==> config.mk <==
export PLATFORM = sky130hd
export DESIGN_NAME = count_frame_tx_flat
export DESIGN_NICKNAME = d
export VERILOG_FILES = /design/src/rtl/count_frame_tx_if.sv /design/src/rtl/count_frame_tx.sv /design/src/flat_wrapper.sv
export SDC_FILE = /design/constraint.sdc
export NUM_CORES = 1
export LEC_CHECK = 0
export BUFFER_PORTS_ARGS = -buffer_cell sky130_fd_sc_hd__buf_2
export CORE_ASPECT_RATIO = 1.1
export CORE_MARGIN = 3
export CORE_UTILIZATION = 55
export CTS_BUF_LIST = sky130_fd_sc_hd__clkbuf_8
export CTS_CLUSTER_SIZE = 16
export DETAILED_ROUTE_END_ITERATION = 6
export GPL_TIMING_DRIVEN = 0
export PLACE_DENSITY_LB_ADDON = 0.15
export SYNTH_ARGS = -nofsm -noshare
export SYNTH_HDL_FRONTEND = slang
export SYNTH_SLANG_ARGS = --single-unit
==> constraint.sdc <==
create_clock -name Clk -period 3.5 [get_ports Clk]
set_input_delay 0.7 -clock Clk [delete_from_list [all_inputs] [get_ports Clk]]
set_output_delay 0.7 -clock Clk [all_outputs]
set_load 0.05 [all_outputs]
==> src/rtl/count_frame_tx_if.sv <==
// count_frame_tx_if
//   Byte-wide valid/ready stream carrying counter snapshot frames toward the
//   board-level UART/debug sink.
//   TxValid  : source -> sink, TxData/TxLast are meaningful
//   TxData   : source -> sink, current frame byte
//   TxLast   : source -> sink, marks the checksum (final) byte of a frame
//   TxReady  : sink -> source, sink accepts the byte at this rising edge
//   master modport is the frame transmitter, slave modport is the sink.
interface count_frame_tx_if;
  logic       TxValid;
  logic [7:0] TxData;
  logic       TxLast;
  logic       TxReady;

  modport master (
    output TxValid,
    output TxData,
    output TxLast,
    input  TxReady
  );

  modport slave (
    input  TxValid,
    input  TxData,
    input  TxLast,
    output TxReady
  );
endinterface

==> src/rtl/count_frame_tx.sv <==
// count_frame_tx
//   Snapshots one of two 64-bit counter values on a capture request and sends
//   it as a 10-byte frame: header {HDR_TAG, 3'b000, slt}, eight data bytes
//   MSB-first, then the XOR of the eight data bytes (header excluded).
//   Requests that arrive while a frame is in flight are dropped and counted.
// Ports
//   Clk    : system clock, rising edge
//   Reset  : asynchronous reset, active low
//   Req    : capture request
//   Slt    : source select at capture (0 = In0, 1 = In1)
//   In0    : counter value 0
//   In1    : counter value 1
//   tx     : byte stream toward the sink (master side)
//   Busy   : a frame is in flight
//   Drop   : saturating count of dropped requests
module count_frame_tx #(
  parameter logic [3:0] HDR_TAG = 4'hA
) (
  input  logic                   Clk,
  input  logic                   Reset,
  input  logic                   Req,
  input  logic                   Slt,
  input  logic [63:0]            In0,
  input  logic [63:0]            In1,
  count_frame_tx_if.master       tx,
  output logic                   Busy,
  output logic [7:0]             Drop
);

  typedef enum logic [1:0] {
    IDLE = 2'd0,
    HDR  = 2'd1,
    DATA = 2'd2,
    CSUM = 2'd3
  } state_t;

  state_t      state_q, state_d;
  logic [63:0] snap_q,  snap_d;
  logic        slt_q,   slt_d;
  logic [2:0]  idx_q,   idx_d;
  logic [7:0]  csum_q,  csum_d;
  logic [7:0]  drop_q,  drop_d;

  logic        tx_valid;
  logic [7:0]  data_byte;
  logic [7:0]  tx_data;
  logic        tx_last;
  logic        hs;
  logic        capture;
  logic        drop_inc;

  // Output decode: everything the sink sees depends on registered state
  // only, so TxReady never reaches TxValid/TxData combinationally.
  always_comb begin
    tx_valid  = (state_q != IDLE);
    tx_last   = (state_q == CSUM);
    // ~idx_q == 7 - idx_q, so index 0 selects bits [63:56].
    data_byte = snap_q[{~idx_q, 3'b000} +: 8];
    tx_data   = 8'h00;
    case (state_q)
      HDR:     tx_data = {HDR_TAG, 3'b000, slt_q};
      DATA:    tx_data = data_byte;
      CSUM:    tx_data = csum_q;
      default: tx_data = 8'h00;
    endcase
  end

  assign hs         = tx_valid & tx.TxReady;
  assign tx.TxValid = tx_valid;
  assign tx.TxData  = tx_data;
  assign tx.TxLast  = tx_last;
  assign Busy       = (state_q != IDLE);
  assign Drop       = drop_q;

  // Next-state, snapshot, checksum and drop counter.
  always_comb begin
    state_d  = state_q;
    snap_d   = snap_q;
    slt_d    = slt_q;
    idx_d    = idx_q;
    csum_d   = csum_q;
    drop_d   = drop_q;
    capture  = 1'b0;
    drop_inc = 1'b0;

    case (state_q)
      IDLE: begin
        capture = Req;
      end
      HDR: begin
        drop_inc = Req;
        if (hs) begin
          state_d = DATA;
          idx_d   = 3'd0;
        end
      end
      DATA: begin
        drop_inc = Req;
        if (hs) begin
          csum_d = csum_q ^ data_byte;
          idx_d  = idx_q + 3'd1;
          if (idx_q == 3'd7) begin
            state_d = CSUM;
          end
        end
      end
      CSUM: begin
        if (hs) begin
          // A request on the final handshake starts the next frame with no
          // IDLE cycle in between.
          if (Req) begin
            capture = 1'b1;
          end else begin
            state_d = IDLE;
          end
        end else begin
          drop_inc = Req;
        end
      end
      default: begin
        state_d = IDLE;
      end
    endcase

    if (capture) begin
      snap_d  = Slt ? In1 : In0;
      slt_d   = Slt;
      csum_d  = 8'h00;
      state_d = HDR;
    end

    if (drop_inc && (drop_q != 8'hFF)) begin
      drop_d = drop_q + 8'd1;
    end
  end

  always_ff @(posedge Clk or negedge Reset) begin
    if (!Reset) begin
      state_q <= IDLE;
      snap_q  <= 64'd0;
      slt_q   <= 1'b0;
      idx_q   <= 3'd0;
      csum_q  <= 8'h00;
      drop_q  <= 8'h00;
    end else begin
      state_q <= state_d;
      snap_q  <= snap_d;
      slt_q   <= slt_d;
      idx_q   <= idx_d;
      csum_q  <= csum_d;
      drop_q  <= drop_d;
    end
  end

endmodule

==> src/flat_wrapper.sv <==
// flat-port wrapper written by rule: the top's interface ports become plain ports
module count_frame_tx_flat 
#(
  parameter logic [3:0] HDR_TAG = 4'hA
)
  (Clk, Reset, Req, Slt, In0, In1, Busy, Drop, tx_TxValid, tx_TxData, tx_TxLast, tx_TxReady);
  count_frame_tx_if tx_i ();
  input  logic Clk;
  input  logic Reset;
  input  logic Req;
  input  logic Slt;
  input  logic [63:0] In0;
  input  logic [63:0] In1;
  output logic Busy;
  output logic [7:0] Drop;
  output wire logic [$bits(tx_i.TxValid)-1:0] tx_TxValid;
  output wire logic [$bits(tx_i.TxData)-1:0] tx_TxData;
  output wire logic [$bits(tx_i.TxLast)-1:0] tx_TxLast;
  input wire logic [$bits(tx_i.TxReady)-1:0] tx_TxReady;
  assign tx_TxValid = tx_i.TxValid;
  assign tx_TxData = tx_i.TxData;
  assign tx_TxLast = tx_i.TxLast;
  assign tx_i.TxReady = tx_TxReady;
  count_frame_tx #(.HDR_TAG(HDR_TAG)) u_core (.Clk(Clk), .Reset(Reset), .Req(Req), .Slt(Slt), .In0(In0), .In1(In1), .tx(tx_i), .Busy(Busy), .Drop(Drop));
endmodule
==> impl_metrics.csv <==
group,metric,value,unit
clock_tree,root_buffer,"clkbuf_8",
synthesis,syn-cell-area,0.00480,sq mm
synthesis,ys_ff_latch,86,
sta,hold_viol_final,0,
global_routing,antenna_found_initial,0,
detailed_routing,drtIter0Drc,294,
detailed_routing,topRoutingLayerUsed,"met4",
flow_run,maxCapViolCount,0,
detailed_routing,ant_nets,0,
synthesis,yosysSeqAreaShare,0.449,
hold_path,hold_class,"in2async",
synthesis,synth-edff-count,0,
clock_tree,post_cts_buffers,0,
detailed_routing,vias,4074,
detailed_routing,met2_length,5.90,mm
detailed_routing,drt_pass1_iterations,4,
clock_tree,numCtsBuffers,9,
critical_path,rrSetupSlack,1020,ps
sta,fin_crit_sh,0.913,
detailed_routing,wire_per_inst,15.7,microns
placed_design,dp_slack,705,ps
power,fin_total_pwr,0.00535,W
synthesis,netlist-cell-type-count,33,
run_status,status,"completed",
synthesis,ys_warn_count,0,
cells_and_area,nets,781,
sta,finClkSkew,9.67,ps
cells_and_area,fillers,685,
global_routing,grt_pass1_vias,3874,
synthesis,syn_nets,619,
cells_and_area,final-seq-area,0.00215,sq mm
sta,finalSetupViolations,0,
clock_tree,clock-sinks,86,
synthesis,ys_async_sr_fraction,1.00,
floorplan,core,0.00845,sq mm
clock_tree,cts_buffer_depth,2,
sta,max_freq,0.313,GHz
cells_and_area,final_layout_size_suffix_gt1_frac,0.340,
sta,setup-tns-final,0,ps
sta,rsz0062_at_grt,"false",
cells_and_area,syn2layout_area_growth,23.1,%
clock_tree,hold_buffers,0,
placed_design,numPortBuffers,150,
floorplan,chipWidth,95.0,microns
floorplan,row_count,35,
cells_and_area,multi_input_area,0.00244,sq mm
critical_path,path_class,"reg2out",
synthesis,netlist.area_leader.share,0.449,
clock_tree,htree_levels,3,
sta,layout_min_cycle_time,3190,ps
critical_path,start_kind,"flop",
clock_tree,clkTransAtPathRegs,90,ps
clock_tree,post_cts_resized,0,
global_routing,gr-usage-all-layers,0.236,
detailed_routing,drc,0,
synthesis,synth_top_cell_by_area,"dfrtp_1",
critical_path,cp_max_fo,10,
floorplan,io_pins,152,
critical_path,reg2reg_to,"u_core.snap_q[58]",
placed_design,gp_congestion,0.875,
synthesis,synth_common_cells,"dfrtp_1 (86), nor2_1 (86), mux2i_1 (81)",
global_routing,grt_pass1_wl,18.3,mm
global_routing,grt_start_max_net_pins,45,
detailed_routing,via_per_inst,5.41,
sta,slew_viol_final,0,
floorplan,die_y,104,microns
synthesis,avgSynthCellArea,10.1,sq um
global_routing,grt_overflow,0,
power,ir_worst_vdd,475,uV
sta,slew-limit-headroom,0.552,
critical_path,end_kind,"output pin",
detailed_routing,totalWireLength,11.9,mm
detailed_routing,wl_met1,4.97,mm
cells_and_area,postLayoutCoreUtil,0.699,
critical_path,crit_arrival,2490,ps
synthesis,yosys-top-cells-area,"dfrtp_1 (45%), mux2i_1 (17%), a21oi_1 (7.0%)",
placed_design,dp_hpwl,9.19,mm
clock_tree,cts_tree,"done",
critical_path,rr_startpoint,"u_core.state_q[1]",
floorplan,dieArea,0.00988,sq mm
critical_path,cp-startpoint,"u_core.state_q[0]",
floorplan,initial_core_util,0.568,
power,p_leak,2.92,nW
synthesis,synth_cells,475,
detailed_routing,wl_met3,736,microns
cells_and_area,diodes,0,
power,cellPowerDensity,906,mW/mm^2
critical_path,required,2800,ps
sta,tightestPinTransition,672,ps
synthesis,synth_flop_cell,"dfrtp_1",
clock_tree,clk_latency,360,ps
sta,finalWorstSetupSlack,305,ps
critical_path,r2r_cells,7,
==> registers in the layout, summed over array words and instances (netlist names) <==
register and count:
u_core.Drop 8, u_core.csum_q 8, u_core.idx_q 3, u_core.slt_q 1, u_core.snap_q 64, u_core.state_q 2
==> critical path: stages, from the launching register on <==
cell,delay (ps)
dfrtp_1,450
inv_1,180
ha_1,260
inv_1,70
clkbuf_1,220
or3_1,430
a31oi_1,220
buf_2,300
==> metal layers <==
layer | up-vias | GRT usage
met5 | - | 0
met4 | 0 | 0.0959
met3 | 20 | 0.0311
met2 | 158 | 0.386
met1 | 1906 | 0.313
li1 | 1990 | -
==> layout by cell type, fill, tap and decap left out, types with 3 or more instances in the layout <==
cell type and instances:
mux2i_1 81, mux2_2 19, nand2_1 17, nor2_1 86
a21oi_1 67, nor3_2 8, and3_1 3, a22o_1 8
ha_1 11, xnor2_1 14, clkbuf_1 5, nand4_1 3
o22ai_1 9, buf_2 168, inv_1 4, buf_1 3
clkbuf_8 9, o21ai_0 4, buf_6 3, o31a_1 6
nand2b_1 4, dfrtp_1 86
==> kinds of logic (layout without fill, tap and decap cells) <==
| kind of cell | after synthesis | after routing | share of synthesized area |
|---|---|---|---|
| simple gates | 127 | 127 | 0.118 |
| mux | 101 | 101 | 0.216 |
| compound gates | 99 | 99 | 0.119 |
| flops | 86 | 86 | 0.449 |
| buf+inv | 36 | 203 | 0.0420 |
| xor+xnor | 15 | 15 | 0.0274 |
| fa+ha+maj | 11 | 11 | 0.0287 |
==> where the power goes <==
part	internal, W	leakage [nW]	switching, W	total [W]
clock network	0.000332	0.0960	0.000372	0.000704
logic	0.00109	1.84	0.00174	0.00283
registers	0.00148	0.985	0.000332	0.00181
total	0.00290	2.92	0.00244	0.00535
==> per-stage QoR <==
step | cells | instance area (sq um) | hold WS [ps]
2_1_floorplan | 475 | 4800 | 404
3_3_place_gp | 736 | 5690 | 473
3_5_place_dp | 737 | 5710 | 492
4_1_cts | 753 | 5910 | 354
5_1_grt | 753 | 5910 | 374
6_report | 753 | 5910 | 330
==> how the worst max path moves through the flow <==
stage,endpoint,slack [ps],depth (start not counted)
after CTS,tx_TxData[5],290,7
after floorplan,tx_TxData[5],520,6
final,tx_TxData[5],310,7
after global routing,tx_TxData[5],150,7
after global placement,tx_TxData[5],710,7
after detailed placement,tx_TxData[5],700,7
==> cell type report <==
class / instances / area share
inverters: 4 / 0.00254
plain buffers: 32 / 0.0316
repair buffers: 151 / 0.131
clock inverters: 7 / 0.0123
flip-flops and latches: 86 / 0.364
clock buffers: 9 / 0.0210
well taps: 111 / 0.0235
multi-input cells: 353 / 0.414
Power figures use the tool's default switching activity.
